[src/rtl/updown_sweep_ctrl_pkg.sv]
// Shared types and constants for the up/down sweep sequencer.
package updown_pkg;

  localparam int W      = 7;
  localparam int NCYC_W = 8;
  localparam int STEP_W = 4;

  localparam logic DIR_UP = 1'b0;
  localparam logic DIR_DN = 1'b1;

  typedef enum logic [2:0] {
    S_IDLE,
    S_READY,
    S_UP,
    S_DOWN,
    S_FINISH
  } state_t;

  typedef struct packed {
    logic [W-1:0]      lo;
    logic [W-1:0]      hi;
    logic [STEP_W-1:0] up_step;
    logic [STEP_W-1:0] dn_step;
    logic [NCYC_W-1:0] ncyc;
  } cfg_t;

  function automatic logic cfg_legal(input cfg_t c);
    return (c.lo < c.hi) && (c.up_step != '0) && (c.dn_step != '0);
  endfunction

endpackage

[src/rtl/updown_sweep_ctrl_if.sv]
// Host-side config/control and counter-consumer signals of the sweep sequencer.
interface updown_sweep_ctrl_if;
  import updown_pkg::*;

  logic              cfg_valid;
  logic              cfg_ready;
  logic [W-1:0]      cfg_lo;
  logic [W-1:0]      cfg_hi;
  logic [STEP_W-1:0] cfg_up_step;
  logic [STEP_W-1:0] cfg_dn_step;
  logic [NCYC_W-1:0] cfg_ncyc;
  logic              start;
  logic              stop;
  logic              pause;
  logic [W-1:0]      cnt;
  logic              dir;
  logic              busy;
  logic              done;
  logic              err;

  modport master (
    output cfg_valid, cfg_lo, cfg_hi, cfg_up_step, cfg_dn_step, cfg_ncyc,
    output start, stop, pause,
    input  cfg_ready, cnt, dir, busy, done, err
  );

  modport slave (
    input  cfg_valid, cfg_lo, cfg_hi, cfg_up_step, cfg_dn_step, cfg_ncyc,
    input  start, stop, pause,
    output cfg_ready, cnt, dir, busy, done, err
  );

endinterface

[src/rtl/updown_sweep_ctrl_step_dp.sv]
// Next-count datapath: one up or down step with clamping at the bounds.
module updown_step_dp
  import updown_pkg::*;
(
  input  logic [W-1:0]      cnt,
  input  logic [W-1:0]      lo,
  input  logic [W-1:0]      hi,
  input  logic [STEP_W-1:0] up_step,
  input  logic [STEP_W-1:0] dn_step,
  input  logic              dir,
  output logic [W-1:0]      cnt_nxt,
  output logic              hit_hi,
  output logic              hit_lo
);

  logic [W:0]        sum;
  logic signed [W:0] diff;

  // One extra bit keeps the overshoot past hi and the undershoot below 0 visible.
  assign sum    = {1'b0, cnt} + {{(W+1-STEP_W){1'b0}}, up_step};
  assign diff   = $signed({1'b0, cnt}) - $signed({{(W+1-STEP_W){1'b0}}, dn_step});
  assign hit_hi = sum >= {1'b0, hi};
  assign hit_lo = diff <= $signed({1'b0, lo});

  always_comb begin
    cnt_nxt = '0;
    if (dir == DIR_DN) cnt_nxt = hit_lo ? lo : diff[W-1:0];
    else               cnt_nxt = hit_hi ? hi : sum[W-1:0];
  end

endmodule

[src/rtl/updown_sweep_ctrl.sv]
// Sweep sequencer: config handshake, lo->hi->lo bounce FSM and bounce counting.
// Optional pause support is built when UPDOWN_SWEEP_PAUSE_EN is defined.
//
//   state    | meaning
//   S_IDLE   | no config held
//   S_READY  | config held, waiting for start
//   S_UP     | stepping up toward hi
//   S_DOWN   | stepping down toward lo
//   S_FINISH | one-cycle done pulse, cnt parked at lo
module updown_sweep_ctrl
  import updown_pkg::*;
(
  input logic                clk,
  input logic                rst,
  updown_sweep_ctrl_if.slave bus
);

  state_t            state;
  cfg_t              cfg_q;
  cfg_t              cfg_in;
  logic [W-1:0]      cnt_q;
  logic              dir_q;
  logic              err_q;
  logic [NCYC_W-1:0] bounce_q;
  logic [NCYC_W-1:0] bounce_nxt;
  logic [W-1:0]      cnt_nxt;
  logic              hit_hi;
  logic              hit_lo;
  logic              ready;
  logic              xfer;
  logic              freeze;

`ifdef UPDOWN_SWEEP_PAUSE_EN
  assign freeze = bus.pause;
`else
  assign freeze = 1'b0;
`endif

  assign cfg_in     = {bus.cfg_lo, bus.cfg_hi, bus.cfg_up_step, bus.cfg_dn_step, bus.cfg_ncyc};
  assign ready      = (state == S_IDLE) || (state == S_READY);
  assign xfer       = bus.cfg_valid && ready;
  assign bounce_nxt = bounce_q + 1'b1;

  assign bus.cfg_ready = ready;
  assign bus.cnt       = cnt_q;
  assign bus.dir       = dir_q;
  assign bus.busy      = (state == S_UP) || (state == S_DOWN);
  assign bus.done      = (state == S_FINISH);
  assign bus.err       = err_q;

  updown_step_dp u_step_dp (
    .cnt     (cnt_q),
    .lo      (cfg_q.lo),
    .hi      (cfg_q.hi),
    .up_step (cfg_q.up_step),
    .dn_step (cfg_q.dn_step),
    .dir     (dir_q),
    .cnt_nxt (cnt_nxt),
    .hit_hi  (hit_hi),
    .hit_lo  (hit_lo)
  );

  always_ff @(posedge clk or posedge rst) begin
    if (rst) begin
      state    <= S_IDLE;
      cfg_q    <= '0;
      cnt_q    <= '0;
      dir_q    <= DIR_UP;
      err_q    <= 1'b0;
      bounce_q <= '0;
    end else begin
      case (state)
        S_IDLE, S_READY: begin
          // A config transfer pre-empts a start seen in the same cycle.
          if (xfer) begin
            if (cfg_legal(cfg_in)) begin
              cfg_q <= cfg_in;
              err_q <= 1'b0;
              state <= S_READY;
            end else begin
              err_q <= 1'b1;
            end
          end else if (state == S_READY && bus.start) begin
            cnt_q    <= cfg_q.lo;
            dir_q    <= DIR_UP;
            bounce_q <= '0;
            state    <= S_UP;
          end
        end
        S_UP: begin
          if (bus.stop) begin
            state <= S_READY;
          end else if (!freeze) begin
            cnt_q <= cnt_nxt;
            if (hit_hi) begin
              dir_q <= DIR_DN;
              state <= S_DOWN;
            end
          end
        end
        S_DOWN: begin
          if (bus.stop) begin
            state <= S_READY;
          end else if (!freeze) begin
            cnt_q <= cnt_nxt;
            if (hit_lo) begin
              bounce_q <= bounce_nxt;
              if (cfg_q.ncyc != '0 && bounce_nxt == cfg_q.ncyc) begin
                state <= S_FINISH;
              end else begin
                dir_q <= DIR_UP;
                state <= S_UP;
              end
            end
          end
        end
        S_FINISH: begin
          dir_q <= DIR_UP;
          state <= S_READY;
        end
        default: state <= S_IDLE;
      endcase
    end
  end

endmodule

[src/flat_wrapper.sv]
// flat-port wrapper written by rule: the top's interface ports become plain ports
module updown_sweep_ctrl_flat import updown_pkg::*;
  (clk, rst, bus_cfg_valid, bus_cfg_lo, bus_cfg_hi, bus_cfg_up_step, bus_cfg_dn_step, bus_cfg_ncyc, bus_start, bus_stop, bus_pause, bus_cfg_ready, bus_cnt, bus_dir, bus_busy, bus_done, bus_err);
  updown_sweep_ctrl_if bus_i ();
  input logic clk;
  input logic rst;
  input wire logic [$bits(bus_i.cfg_valid)-1:0] bus_cfg_valid;
  input wire logic [$bits(bus_i.cfg_lo)-1:0] bus_cfg_lo;
  input wire logic [$bits(bus_i.cfg_hi)-1:0] bus_cfg_hi;
  input wire logic [$bits(bus_i.cfg_up_step)-1:0] bus_cfg_up_step;
  input wire logic [$bits(bus_i.cfg_dn_step)-1:0] bus_cfg_dn_step;
  input wire logic [$bits(bus_i.cfg_ncyc)-1:0] bus_cfg_ncyc;
  input wire logic [$bits(bus_i.start)-1:0] bus_start;
  input wire logic [$bits(bus_i.stop)-1:0] bus_stop;
  input wire logic [$bits(bus_i.pause)-1:0] bus_pause;
  output wire logic [$bits(bus_i.cfg_ready)-1:0] bus_cfg_ready;
  output wire logic [$bits(bus_i.cnt)-1:0] bus_cnt;
  output wire logic [$bits(bus_i.dir)-1:0] bus_dir;
  output wire logic [$bits(bus_i.busy)-1:0] bus_busy;
  output wire logic [$bits(bus_i.done)-1:0] bus_done;
  output wire logic [$bits(bus_i.err)-1:0] bus_err;
  assign bus_i.cfg_valid = bus_cfg_valid;
  assign bus_i.cfg_lo = bus_cfg_lo;
  assign bus_i.cfg_hi = bus_cfg_hi;
  assign bus_i.cfg_up_step = bus_cfg_up_step;
  assign bus_i.cfg_dn_step = bus_cfg_dn_step;
  assign bus_i.cfg_ncyc = bus_cfg_ncyc;
  assign bus_i.start = bus_start;
  assign bus_i.stop = bus_stop;
  assign bus_i.pause = bus_pause;
  assign bus_cfg_ready = bus_i.cfg_ready;
  assign bus_cnt = bus_i.cnt;
  assign bus_dir = bus_i.dir;
  assign bus_busy = bus_i.busy;
  assign bus_done = bus_i.done;
  assign bus_err = bus_i.err;
  updown_sweep_ctrl u_core (.clk(clk), .rst(rst), .bus(bus_i));
endmodule
[config.mk]
export PLATFORM = sky130hd
export DESIGN_NAME = updown_sweep_ctrl_flat
export DESIGN_NICKNAME = d
export VERILOG_FILES = /design/src/rtl/updown_sweep_ctrl_pkg.sv /design/src/rtl/updown_sweep_ctrl_if.sv /design/src/rtl/updown_sweep_ctrl_step_dp.sv /design/src/rtl/updown_sweep_ctrl.sv /design/src/flat_wrapper.sv
export SDC_FILE = /design/constraint.sdc
export NUM_CORES = 1
export LEC_CHECK = 0
export BUFFER_PORTS_ARGS = -buffer_cell sky130_fd_sc_hd__buf_4
export CAP_MARGIN = 20
export CELL_PAD_IN_SITES_DETAIL_PLACEMENT = 1
export CELL_PAD_IN_SITES_GLOBAL_PLACEMENT = 2
export CORE_MARGIN = 8
export CORE_UTILIZATION = 37
export CTS_BUF_LIST = sky130_fd_sc_hd__clkbuf_8 sky130_fd_sc_hd__clkbuf_16
export DETAILED_ROUTE_END_ITERATION = 8
export HOLD_SLACK_MARGIN = 0.05
export PLACE_DENSITY_LB_ADDON = 0.05
export RECOVER_POWER = 25
export SLEW_MARGIN = 20
export SYNTH_ARGS = -nofsm -noshare
export SYNTH_HDL_FRONTEND = slang
export SYNTH_HIERARCHICAL = 1
export SYNTH_SLANG_ARGS = --single-unit
[constraint.sdc]
create_clock -name clk -period 4.3 [get_ports clk]
set_input_delay 0 -clock clk [delete_from_list [all_inputs] [get_ports clk]]
set_output_delay 0 -clock clk [all_outputs]
set_load 0.01 [all_outputs]
==> impl_metrics.prom, run 1 <==
# TYPE chip_impl_metric gauge
chip_impl_metric{name="initial_core_util",unit="%"} 37.5
chip_impl_metric{name="yosys.area_share.simple",unit="%"} 14.0
chip_impl_metric{name="achievable-frequency",unit="MHz"} 251
chip_impl_metric{name="fillCellCount",unit=""} 1094
chip_impl_metric{name="detailed_place_hpwl",unit="mm"} 7.70
chip_impl_metric{name="cts_sinks",unit=""} 50
chip_impl_metric{name="synth-adder-area-share",unit="%"} 11.2
chip_impl_info{name="crit_path_class",value="flip-flop to flip-flop"} 1
chip_impl_metric{name="syn_inst",unit=""} 374
chip_impl_metric{name="cts.reportedPaths.clkPinSlew",unit="ns"} 0.11
chip_impl_metric{name="cp_slowest_stage_delay",unit="ns"} 0.46
chip_impl_metric{name="fp-row-count",unit=""} 36
chip_impl_metric{name="antenna_violating_nets_post_route",unit=""} 0
chip_impl_metric{name="layout.nets",unit=""} 519
chip_impl_metric{name="min_period_over_period",unit="%"} 92.8
chip_impl_metric{name="post_synthesis_sequential_element_count",unit=""} 50
chip_impl_info{name="mostFrequentLayoutCell",value="sky130_fd_sc_hd__dfrtp_1"} 1
chip_impl_info{name="postSynth.topFlopCell",value="sky130_fd_sc_hd__dfrtp_1"} 1
chip_impl_metric{name="post_synth_edffs",unit=""} 0
chip_impl_info{name="cts_tree",value="yes"} 1
chip_impl_metric{name="synth.net_count",unit=""} 441
chip_impl_metric{name="vias_per_instance",unit=""} 5.16
chip_impl_metric{name="route.detailed.wl_per_inst",unit="um"} 17.1
chip_impl_metric{name="global_route.usage.total",unit="%"} 16.2
chip_impl_metric{name="worstSkewPairLatency",unit="ns"} 0.31
chip_impl_metric{name="numCtsBuffers",unit=""} 5
chip_impl_metric{name="worst_clock_skew",unit="ns"} 0.00666
chip_impl_metric{name="critPathMaxFanout",unit=""} 10
chip_impl_metric{name="num_antenna_cells",unit=""} 0
chip_impl_info{name="startpoint_type_of_the_worst_setup_path",value="flip-flop"} 1
chip_impl_info{name="layout_common_cells",value="50 x sky130_fd_sc_hd__dfrtp_1, 41 x sky130_fd_sc_hd__buf_4, 36 x sky130_fd_sc_hd__inv_1"} 1
chip_impl_metric{name="post_cts.repair.setup_buffers",unit=""} 0
chip_impl_info{name="hp-class",value="input pin to flip-flop"} 1
chip_impl_info{name="critPathMostFrequentCell",value="sky130_fd_sc_hd__ha_1"} 1
chip_impl_metric{name="worst_hold_slack",unit="ns"} 0.159
chip_impl_metric{name="synth_warn",unit=""} 6
chip_impl_metric{name="total_power",unit="W"} 0.00335
chip_impl_metric{name="detailedRoute.firstIterationViolations",unit=""} 109
chip_impl_metric{name="post_cts_resize_count",unit=""} 0
chip_impl_metric{name="vias",unit=""} 3021
chip_impl_metric{name="report.final.slew_viol_count",unit=""} 51
chip_impl_metric{name="final_cell_area",unit="um^2"} 4470
chip_impl_info{name="dominant_combinational_cell_family_by_area_after_synthesis",value="multiplexers"} 1
chip_impl_metric{name="fp.coreArea",unit="um^2"} 9590
chip_impl_metric{name="die_area",unit="um^2"} 13100
chip_impl_metric{name="finished_core_util",unit="%"} 46.5
chip_impl_metric{name="boundaryPins",unit=""} 48
chip_impl_metric{name="setup-tns-final",unit="ns"} 0
chip_impl_metric{name="die_y",unit="um"} 115
chip_impl_metric{name="port_buffers",unit=""} 46
chip_impl_metric{name="vias_in_the_first_global_route",unit=""} 3201
chip_impl_metric{name="chipWidth",unit="um"} 115
chip_impl_metric{name="power_leakage",unit="nW"} 2.05
chip_impl_metric{name="drt_drc_violations_left",unit=""} 0
chip_impl_info{name="grt_setup_unrepaired",value="no"} 1
chip_impl_metric{name="worst_pin_slew",unit="ns"} 2.34
chip_impl_metric{name="placement.cell_area",unit="um^2"} 4080
chip_impl_metric{name="cp_data_arrival_time",unit="ns"} 4.23
chip_impl_metric{name="timing.final.setup_violations",unit=""} 0
chip_impl_info{name="cp_cell_sequence",value="inv_1 -> ha_1 -> fa_1 -> nor2b_1 -> o21ai_0 -> nand2b_1 -> xnor2_1 -> ha_1 -> and4_4 -> a41o_1 -> a31oi_4 -> o21ai_4 -> mux2_2 -> or3_1 -> o311ai_0 -> o211ai_1 -> a21oi_1"} 1
chip_impl_metric{name="final.min_clock_period",unit="ns"} 3.99
chip_impl_metric{name="drt_pre_antenna_iters",unit=""} 6
chip_impl_info{name="failed_checks",value="max-capacitance violations, max-slew violations"} 1
chip_impl_metric{name="area_growth_synth_to_finish",unit="%"} 24.1
chip_impl_metric{name="synth-seq-area-share",unit="%"} 34.8
chip_impl_metric{name="synth_cell_types",unit=""} 62
chip_impl_info{name="cpMaxStageDelayCell",value="sky130_fd_sc_hd__fa_1"} 1
chip_impl_metric{name="cellPowerDensity",unit="nW/um^2"} 751
chip_impl_metric{name="wl",unit="mm"} 10.0
chip_impl_metric{name="ctsHtreeMaxLevel",unit=""} 2
chip_impl_info{name="status",value="finished, violations left"} 1
chip_impl_metric{name="complex_gate_fraction_of_the_synthesized_area",unit="%"} 14.3
chip_impl_metric{name="grt_start_max_net_pins",unit=""} 51
chip_impl_metric{name="mux_contribution_to_synthesized_area",unit="%"} 15.0
chip_impl_metric{name="grt_overflow",unit=""} 0
chip_impl_info{name="worst_setup_path_end_kind",value="flip-flop"} 1
chip_impl_metric{name="cap_viol_max_count",unit=""} 1
chip_impl_metric{name="synthesis.area",unit="um^2"} 3600
chip_impl_metric{name="ys_async_sr_fraction",unit="%"} 100
chip_impl_metric{name="gp_routability_congestion",unit=""} 0.778
chip_impl_info{name="clock_tree.root_cell",value="sky130_fd_sc_hd__clkbuf_8"} 1
chip_impl_metric{name="synth_xor_xnor_area_share",unit="%"} 4.83
chip_impl_metric{name="peakVddDrop",unit="mV"} 0.293
chip_impl_metric{name="antenna_found_initial",unit=""} 0
chip_impl_metric{name="syn-mean-instance-area",unit="um^2"} 9.62
chip_impl_metric{name="final_layout_size_suffix_gt1_share",unit="%"} 15.0
chip_impl_metric{name="cp.required",unit="ns"} 4.55
chip_impl_metric{name="slew_headroom",unit="%"} -56.8
chip_impl_metric{name="wire_length_of_the_first_global_routing_pass",unit="mm"} 16.8
chip_impl_metric{name="max-clock-path-buffers",unit=""} 2
chip_impl_metric{name="finalHoldViolCount",unit=""} 0
## synth_stat cells (2+ instances only)
cell / instances / area [um^2]
sky130_fd_sc_hd__mux2i_1: 19 / 190
sky130_fd_sc_hd__o211ai_1: 3 / 22.5
sky130_fd_sc_hd__nor2b_1: 7 / 43.8
sky130_fd_sc_hd__ha_1: 29 / 363
sky130_fd_sc_hd__nor3_1: 3 / 15.0
sky130_fd_sc_hd__buf_6: 2 / 22.5
sky130_fd_sc_hd__clkbuf_1: 2 / 7.51
sky130_fd_sc_hd__a211oi_1: 3 / 22.5
sky130_fd_sc_hd__a21oi_1: 10 / 50.1
sky130_fd_sc_hd__a21o_1: 2 / 15.0
sky130_fd_sc_hd__buf_4: 3 / 22.5
sky130_fd_sc_hd__dfrtp_1: 50 / 1250
sky130_fd_sc_hd__o21ai_0: 20 / 100
sky130_fd_sc_hd__a31oi_1: 9 / 56.3
sky130_fd_sc_hd__o21ai_2: 2 / 17.5
sky130_fd_sc_hd__xor2_1: 7 / 61.3
sky130_fd_sc_hd__nand2_1: 34 / 128
sky130_fd_sc_hd__mux2_1: 29 / 327
sky130_fd_sc_hd__nand3_1: 10 / 50.1
sky130_fd_sc_hd__nand4_1: 5 / 31.3
sky130_fd_sc_hd__o21ai_1: 3 / 15.0
sky130_fd_sc_hd__inv_1: 37 / 139
sky130_fd_sc_hd__xnor2_1: 11 / 96.3
sky130_fd_sc_hd__nand2b_1: 7 / 43.8
sky130_fd_sc_hd__nor2_1: 22 / 82.6
sky130_fd_sc_hd__buf_2: 2 / 10.0
sky130_fd_sc_hd__fa_1: 2 / 40.0
sky130_fd_sc_hd__mux2_2: 2 / 22.5
sky130_fd_sc_hd__or3_1: 4 / 25.0
sky130_fd_sc_hd__or4_1: 2 / 15.0
sky130_fd_sc_hd__o41ai_1: 2 / 17.5
## metal layers
| layer | up-vias | share of wire (%) | GRT usage (%) |
|---|---|---|---|
| li1 | 1478 | - | - |
| met4 | 0 | 0.67 | 2.93 |
| met3 | 5 | 4.2 | 3.22 |
| met1 | 1482 | 50 | 22.0 |
| met2 | 56 | 45 | 26.0 |
| met5 | - | 0 | 0 |
## state kept, by name (all words and copies together) (netlist names)
| name | flops |
|---|---|
| u_core/bus.cnt | 7 |
| u_core/bus.dir | 1 |
| u_core/bounce_q | 8 |
| u_core/cfg_q | 30 |
| u_core/bus.err | 1 |
| u_core/state | 3 |
## power by group
group | internal (W) | leakage [nW] | switching [W]
registers | 0.000632 | 0.601 | 0.000213
clock network | 0.000118 | 0.0447 | 0.000182
logic | 0.00100 | 1.40 | 0.00121
total | 0.00175 | 2.05 | 0.00160
## metrics by stage
step                worst slack, ns  cells
floorplan                     0.693    374
finish                        0.312    586
CTS                           0.306    586
global route                 0.0304    586
detailed placement            0.338    546
global placement              0.401    546
## layout make-up
| cell class | count | area, um^2 | share of cell area (%) |
|---|---|---|---|
| clock buffer | 5 | 68.8 | 1.54 |
| clock inverter | 3 | 25.0 | 0.560 |
| inverter | 39 | 148 | 3.31 |
| multi-input combinational | 275 | 2140 | 48.0 |
| sequential | 50 | 1250 | 28.0 |
| tap | 133 | 166 | 3.73 |
| timing repair buffer | 81 | 662 | 14.8 |
## what timing repair did
item,in CTS,in global routing
hold endpoints to repair,81,0
hold buffers,32,0
endpoints found under the setup margin,0,0
## cell families (layout without fill, tap and decap cells)
kind of cell | Yosys count | after routing
compound gates | 73 | 73
xor+xnor | 19 | 19
fa+ha+maj | 31 | 31
buf+inv | 49 | 128
flops | 50 | 50
mux | 50 | 50
simple gates | 102 | 102
## worst max-delay path, delay by kind of cell (launching register included)
family	cells	cell delay [ns]
AOI/OAI and AO/OA	7	1.19
xor gates and xnor gates	1	0.16
adders and majority gates	3	0.98
buffers and inverters	1	0.06
DFF	1	0.41
muxes	1	0.30
and+or+nand+nor	4	0.81
## worst paths after layout
kind / cells after the start / start / end / slack, ns
max: 17 / u_core/bus.cnt[0]$_DFFE_PP0P_ / u_core/state[0]$_DFFE_PP0P_ / 0.31
min: 4 / bus_stop / u_core/state[1]$_DFFE_PP0P_ / 0.16
max reg2reg: 17 / u_core/bus.cnt[0]$_DFFE_PP0P_ / u_core/state[0]$_DFFE_PP0P_ / 0.31
min reg2reg: 1 / u_core/cfg_q[8]$_DFFE_PP0P_ / u_core/cfg_q[8]$_DFFE_PP0P_ / 0.50
max in group asynchronous: 3 / rst / u_core/bus.cnt[6]$_DFFE_PP0P_ / 2.38
min in group asynchronous: 3 / rst / u_core/bus.cnt[3]$_DFFE_PP0P_ / 0.88
No activity file was read; power rests on OpenSTA's default activity.
==> run 2, diff against run 1 <==
Settings changed: CORE_UTILIZATION 37 to 35, SYNTH_HIERARCHICAL 1 to not set.
==> impl_metrics.prom, run 2 <==
# TYPE chip_impl_metric gauge
chip_impl_info{name="critPathTopFamily",value="compound AO/OA/AOI/OAI gates"} 1
chip_impl_metric{name="area_growth_synth_to_finish",unit="%"} 26.1
chip_impl_metric{name="chipWidth",unit="um"} 116
chip_impl_metric{name="synth_warn",unit=""} 0
chip_impl_metric{name="global_route.usage.total",unit="%"} 17.5
chip_impl_metric{name="vias_in_the_first_global_route",unit=""} 3522
chip_impl_metric{name="power_leakage",unit="nW"} 1.97
chip_impl_metric{name="final_layout_size_suffix_gt1_share",unit="%"} 16.9
chip_impl_info{name="synth.area.top_cells",value="sky130_fd_sc_hd__dfrtp_1 35%, sky130_fd_sc_hd__ha_1 10%, sky130_fd_sc_hd__o21ai_0 5.0%, sky130_fd_sc_hd__mux2_2 4.8%, sky130_fd_sc_hd__inv_1 4.1%"} 1
chip_impl_metric{name="worstSkewPairLatency",unit="ns"} 0.31
chip_impl_metric{name="report.final.slew_viol_count",unit=""} 51
chip_impl_metric{name="worst_pin_slew",unit="ns"} 2.75
chip_impl_metric{name="wl",unit="mm"} 11.2
chip_impl_info{name="postSynth.topFlopCell",value="sky130_fd_sc_hd__dfrtp_1"} 1
chip_impl_metric{name="final.min_clock_period",unit="ns"} 3.90
chip_impl_info{name="worst_setup_path_end_kind",value="flip-flop"} 1
chip_impl_info{name="layout_common_cells",value="50 x sky130_fd_sc_hd__dfrtp_1, 49 x sky130_fd_sc_hd__buf_4, 39 x sky130_fd_sc_hd__inv_1"} 1
chip_impl_metric{name="detailedRoute.firstIterationViolations",unit=""} 137
chip_impl_metric{name="die_y",unit="um"} 116
chip_impl_metric{name="ctsHtreeMaxLevel",unit=""} 2
chip_impl_metric{name="min_period_over_period",unit="%"} 90.6
chip_impl_metric{name="cts.reportedPaths.clkPinSlew",unit="ns"} 0.10
chip_impl_metric{name="fp.coreArea",unit="um^2"} 9770
chip_impl_metric{name="syn-mean-instance-area",unit="um^2"} 8.80
chip_impl_metric{name="cellPowerDensity",unit="nW/um^2"} 758
chip_impl_metric{name="port_buffers",unit=""} 46
chip_impl_metric{name="finish.cell_count_without_fillers",unit=""} 612
chip_impl_metric{name="antenna_found_initial",unit=""} 0
chip_impl_info{name="leading_post_synthesis_cells_by_instance_count",value="50 x sky130_fd_sc_hd__dfrtp_1, 39 x sky130_fd_sc_hd__inv_1, 37 x sky130_fd_sc_hd__nand2_1, 35 x sky130_fd_sc_hd__o21ai_0, 29 x sky130_fd_sc_hd__ha_1"} 1
chip_impl_info{name="failed_checks",value="max-capacitance violations, max-slew violations"} 1
chip_impl_metric{name="cts_sinks",unit=""} 50
chip_impl_metric{name="post_cts.repair.setup_buffers",unit=""} 0
chip_impl_metric{name="setup-tns-final",unit="ns"} 0
chip_impl_metric{name="gp_routability_congestion",unit=""} 0.793
chip_impl_metric{name="finalHoldViolCount",unit=""} 0
chip_impl_info{name="cpMaxStageDelayCell",value="sky130_fd_sc_hd__o41a_1"} 1
chip_impl_info{name="mostFrequentLayoutCell",value="sky130_fd_sc_hd__dfrtp_1"} 1
chip_impl_metric{name="vias_per_instance",unit=""} 5.29
chip_impl_metric{name="max-clock-path-buffers",unit=""} 2
chip_impl_metric{name="peakVddDrop",unit="mV"} 0.272
chip_impl_metric{name="post_cts_resize_count",unit=""} 0
chip_impl_metric{name="synth.net_count",unit=""} 468
chip_impl_metric{name="place.detailed.instances",unit=""} 572
chip_impl_metric{name="drt_drc_violations_left",unit=""} 0
chip_impl_metric{name="post_synthesis_sequential_element_count",unit=""} 50
chip_impl_metric{name="detailed_place_hpwl",unit="mm"} 8.49
chip_impl_info{name="grt_setup_unrepaired",value="no"} 1
chip_impl_metric{name="route.detailed.wl_per_inst",unit="um"} 18.3
chip_impl_info{name="netlist.top_cell.by_area",value="sky130_fd_sc_hd__dfrtp_1"} 1
chip_impl_metric{name="synthesis.area",unit="um^2"} 3530
chip_impl_metric{name="fp-row-count",unit=""} 36
chip_impl_metric{name="hold_buffers",unit=""} 32
chip_impl_info{name="cts_tree",value="yes"} 1
chip_impl_metric{name="worst_clock_skew",unit="ns"} 0.00875
chip_impl_info{name="clock_tree.root_cell",value="sky130_fd_sc_hd__clkbuf_8"} 1
chip_impl_metric{name="post_synth_edffs",unit=""} 0
chip_impl_metric{name="grt_start_max_net_pins",unit=""} 51
chip_impl_metric{name="grt_overflow",unit=""} 0
chip_impl_info{name="largest_register",value="u_core.cfg_q"} 1
chip_impl_metric{name="critPathMaxFanout",unit=""} 15
chip_impl_info{name="startpoint_type_of_the_worst_setup_path",value="flip-flop"} 1
chip_impl_metric{name="synth_cell_types",unit=""} 54
chip_impl_info{name="status",value="finished, violations left"} 1
chip_impl_metric{name="slew_headroom",unit="%"} -83.3
chip_impl_info{name="hp-class",value="input pin to flip-flop"} 1
chip_impl_metric{name="worstPathBufferInverterCount",unit=""} 2
chip_impl_metric{name="synth-seq-area-share",unit="%"} 35.5
chip_impl_metric{name="cp.required",unit="ns"} 4.53
chip_impl_metric{name="timing.final.setup_violations",unit=""} 0
chip_impl_metric{name="syn_inst",unit=""} 401
chip_impl_metric{name="num_antenna_cells",unit=""} 0
chip_impl_metric{name="cp_data_arrival_time",unit="ns"} 4.13
chip_impl_metric{name="drt_pre_antenna_iters",unit=""} 4
chip_impl_metric{name="boundaryPins",unit=""} 48
chip_impl_metric{name="antenna_violating_nets_post_route",unit=""} 0
chip_impl_metric{name="die_area",unit="um^2"} 13600
chip_impl_info{name="crit_path_class",value="flip-flop to flip-flop"} 1
chip_impl_info{name="cp_cell_sequence",value="inv_1 -> ha_1 -> fa_1 -> nor2b_1 -> o21ai_0 -> nor2b_1 -> xnor2_1 -> ha_1 -> a21oi_1 -> a21boi_0 -> o41a_1 -> a211oi_4 -> buf_4 -> a41oi_1 -> a31oi_1"} 1
chip_impl_metric{name="cp_slowest_stage_delay",unit="ns"} 0.55
chip_impl_metric{name="cap_viol_max_count",unit=""} 1
chip_impl_metric{name="synth_top_area_share",unit="%"} 35.5
chip_impl_info{name="synthMostInstantiatedCell",value="sky130_fd_sc_hd__dfrtp_1"} 1
chip_impl_metric{name="layout.nets",unit=""} 545
chip_impl_metric{name="ys_async_sr_fraction",unit="%"} 100
chip_impl_metric{name="wire_length_of_the_first_global_routing_pass",unit="mm"} 18.6
chip_impl_metric{name="numCtsBuffers",unit=""} 5
chip_impl_metric{name="initial_core_util",unit="%"} 36.1
chip_impl_metric{name="vias",unit=""} 3239
chip_impl_metric{name="achievable-frequency",unit="MHz"} 257
chip_impl_metric{name="largest_register_ffs",unit=""} 30
run 2: cell types whose count changed in the layout (fill, tap and decap cells not counted), sizes merged, moves of 8 or more:
cell	delta
buf	+8
a211oi	+8
a21oi	+14
o21ai	+13
nor3	+11
mux2i	-18
mux2	-15
run 2: cell families after synthesis:
family,after synthesis,share of synthesized area [%]
and+or+nand+nor,117,15.8
buffers and inverters,54,6.28
AOI/OAI and AO/OA,117,21.9
muxes,17,5.39
DFF,50,35.5
xor gates and xnor gates,15,3.72
adders and majority gates,31,11.4
run 2: final cells by class:
| class | instances | area [um^2] |
|---|---|---|
| timing repair buffer | 85 | 707 |
| clock inverter | 2 | 38.8 |
| clock buffer | 6 | 82.6 |
| tap | 133 | 166 |
| sequential | 50 | 1250 |
| inverter | 39 | 146 |
| multi-input combinational | 297 | 2060 |
| fill | 1167 | 5330 |
run 2: power breakdown:
| group | internal [W] | switching, W | total, W |
|---|---|---|---|
| sequential | 0.000635 | 0.000217 | 0.000851 |
| clock | 0.000192 | 0.000170 | 0.000361 |
| combinational | 0.000926 | 0.00123 | 0.00216 |
| total | 0.00175 | 0.00162 | 0.00337 |
run 2: path summary, 6_finish.rpt:
path                                               start                             end  slack [ns]  cells after the start
setup / recovery           u_core.bus.cnt[0]$_DFFE_PP0P_  u_core.bounce_q[3]$_DFFE_PP0P_        0.40                     15
hold / removal                                 bus_start     u_core.state[0]$_DFFE_PP0P_        0.15                      5
setup reg to reg           u_core.bus.cnt[0]$_DFFE_PP0P_  u_core.bounce_q[3]$_DFFE_PP0P_        0.40                     15
hold reg to reg             u_core.cfg_q[15]$_DFFE_PP0P_    u_core.cfg_q[15]$_DFFE_PP0P_        0.52                      1
max in group asynchronous                            rst    u_core.cfg_q[27]$_DFFE_PP0P_        1.45                      4
min in group asynchronous                            rst    u_core.cfg_q[12]$_DFFE_PP0P_        1.29                      4
run 2: metrics by stage:
step                      cell area (um^2)  hold slack [ns]  util (%)  power, W  setup WS [ns]
after floorplan                       3530            0.117         -   0.00229          0.918
after global placement                4020            0.216      41.1   0.00293          0.606
after detailed placement              4020            0.221      41.1   0.00300          0.465
after CTS                             4460            0.132      45.6   0.00340          0.427
after global routing                  4450            0.196      45.5   0.00369          0.197
final                                 4450            0.146      45.5   0.00337          0.404
run 2: routing by layer:
metal | global-route usage (%) | up-vias | routed length [um]
met5 | 0 | - | 0
met4 | 3.37 | 0 | 96
met3 | 3.46 | 6 | 420
met2 | 28.6 | 59 | 5090
met1 | 23.6 | 1590 | 5580
li1 | - | 1584 | -
run 2: worst min-delay path, stage by stage:
cell and delay [ns]:
sky130_fd_sc_hd__buf_4 0.08, sky130_fd_sc_hd__nand3b_1 0.09, sky130_fd_sc_hd__nand2_1 0.10, sky130_fd_sc_hd__or3_1 0.10, sky130_fd_sc_hd__nand3_1 0.06
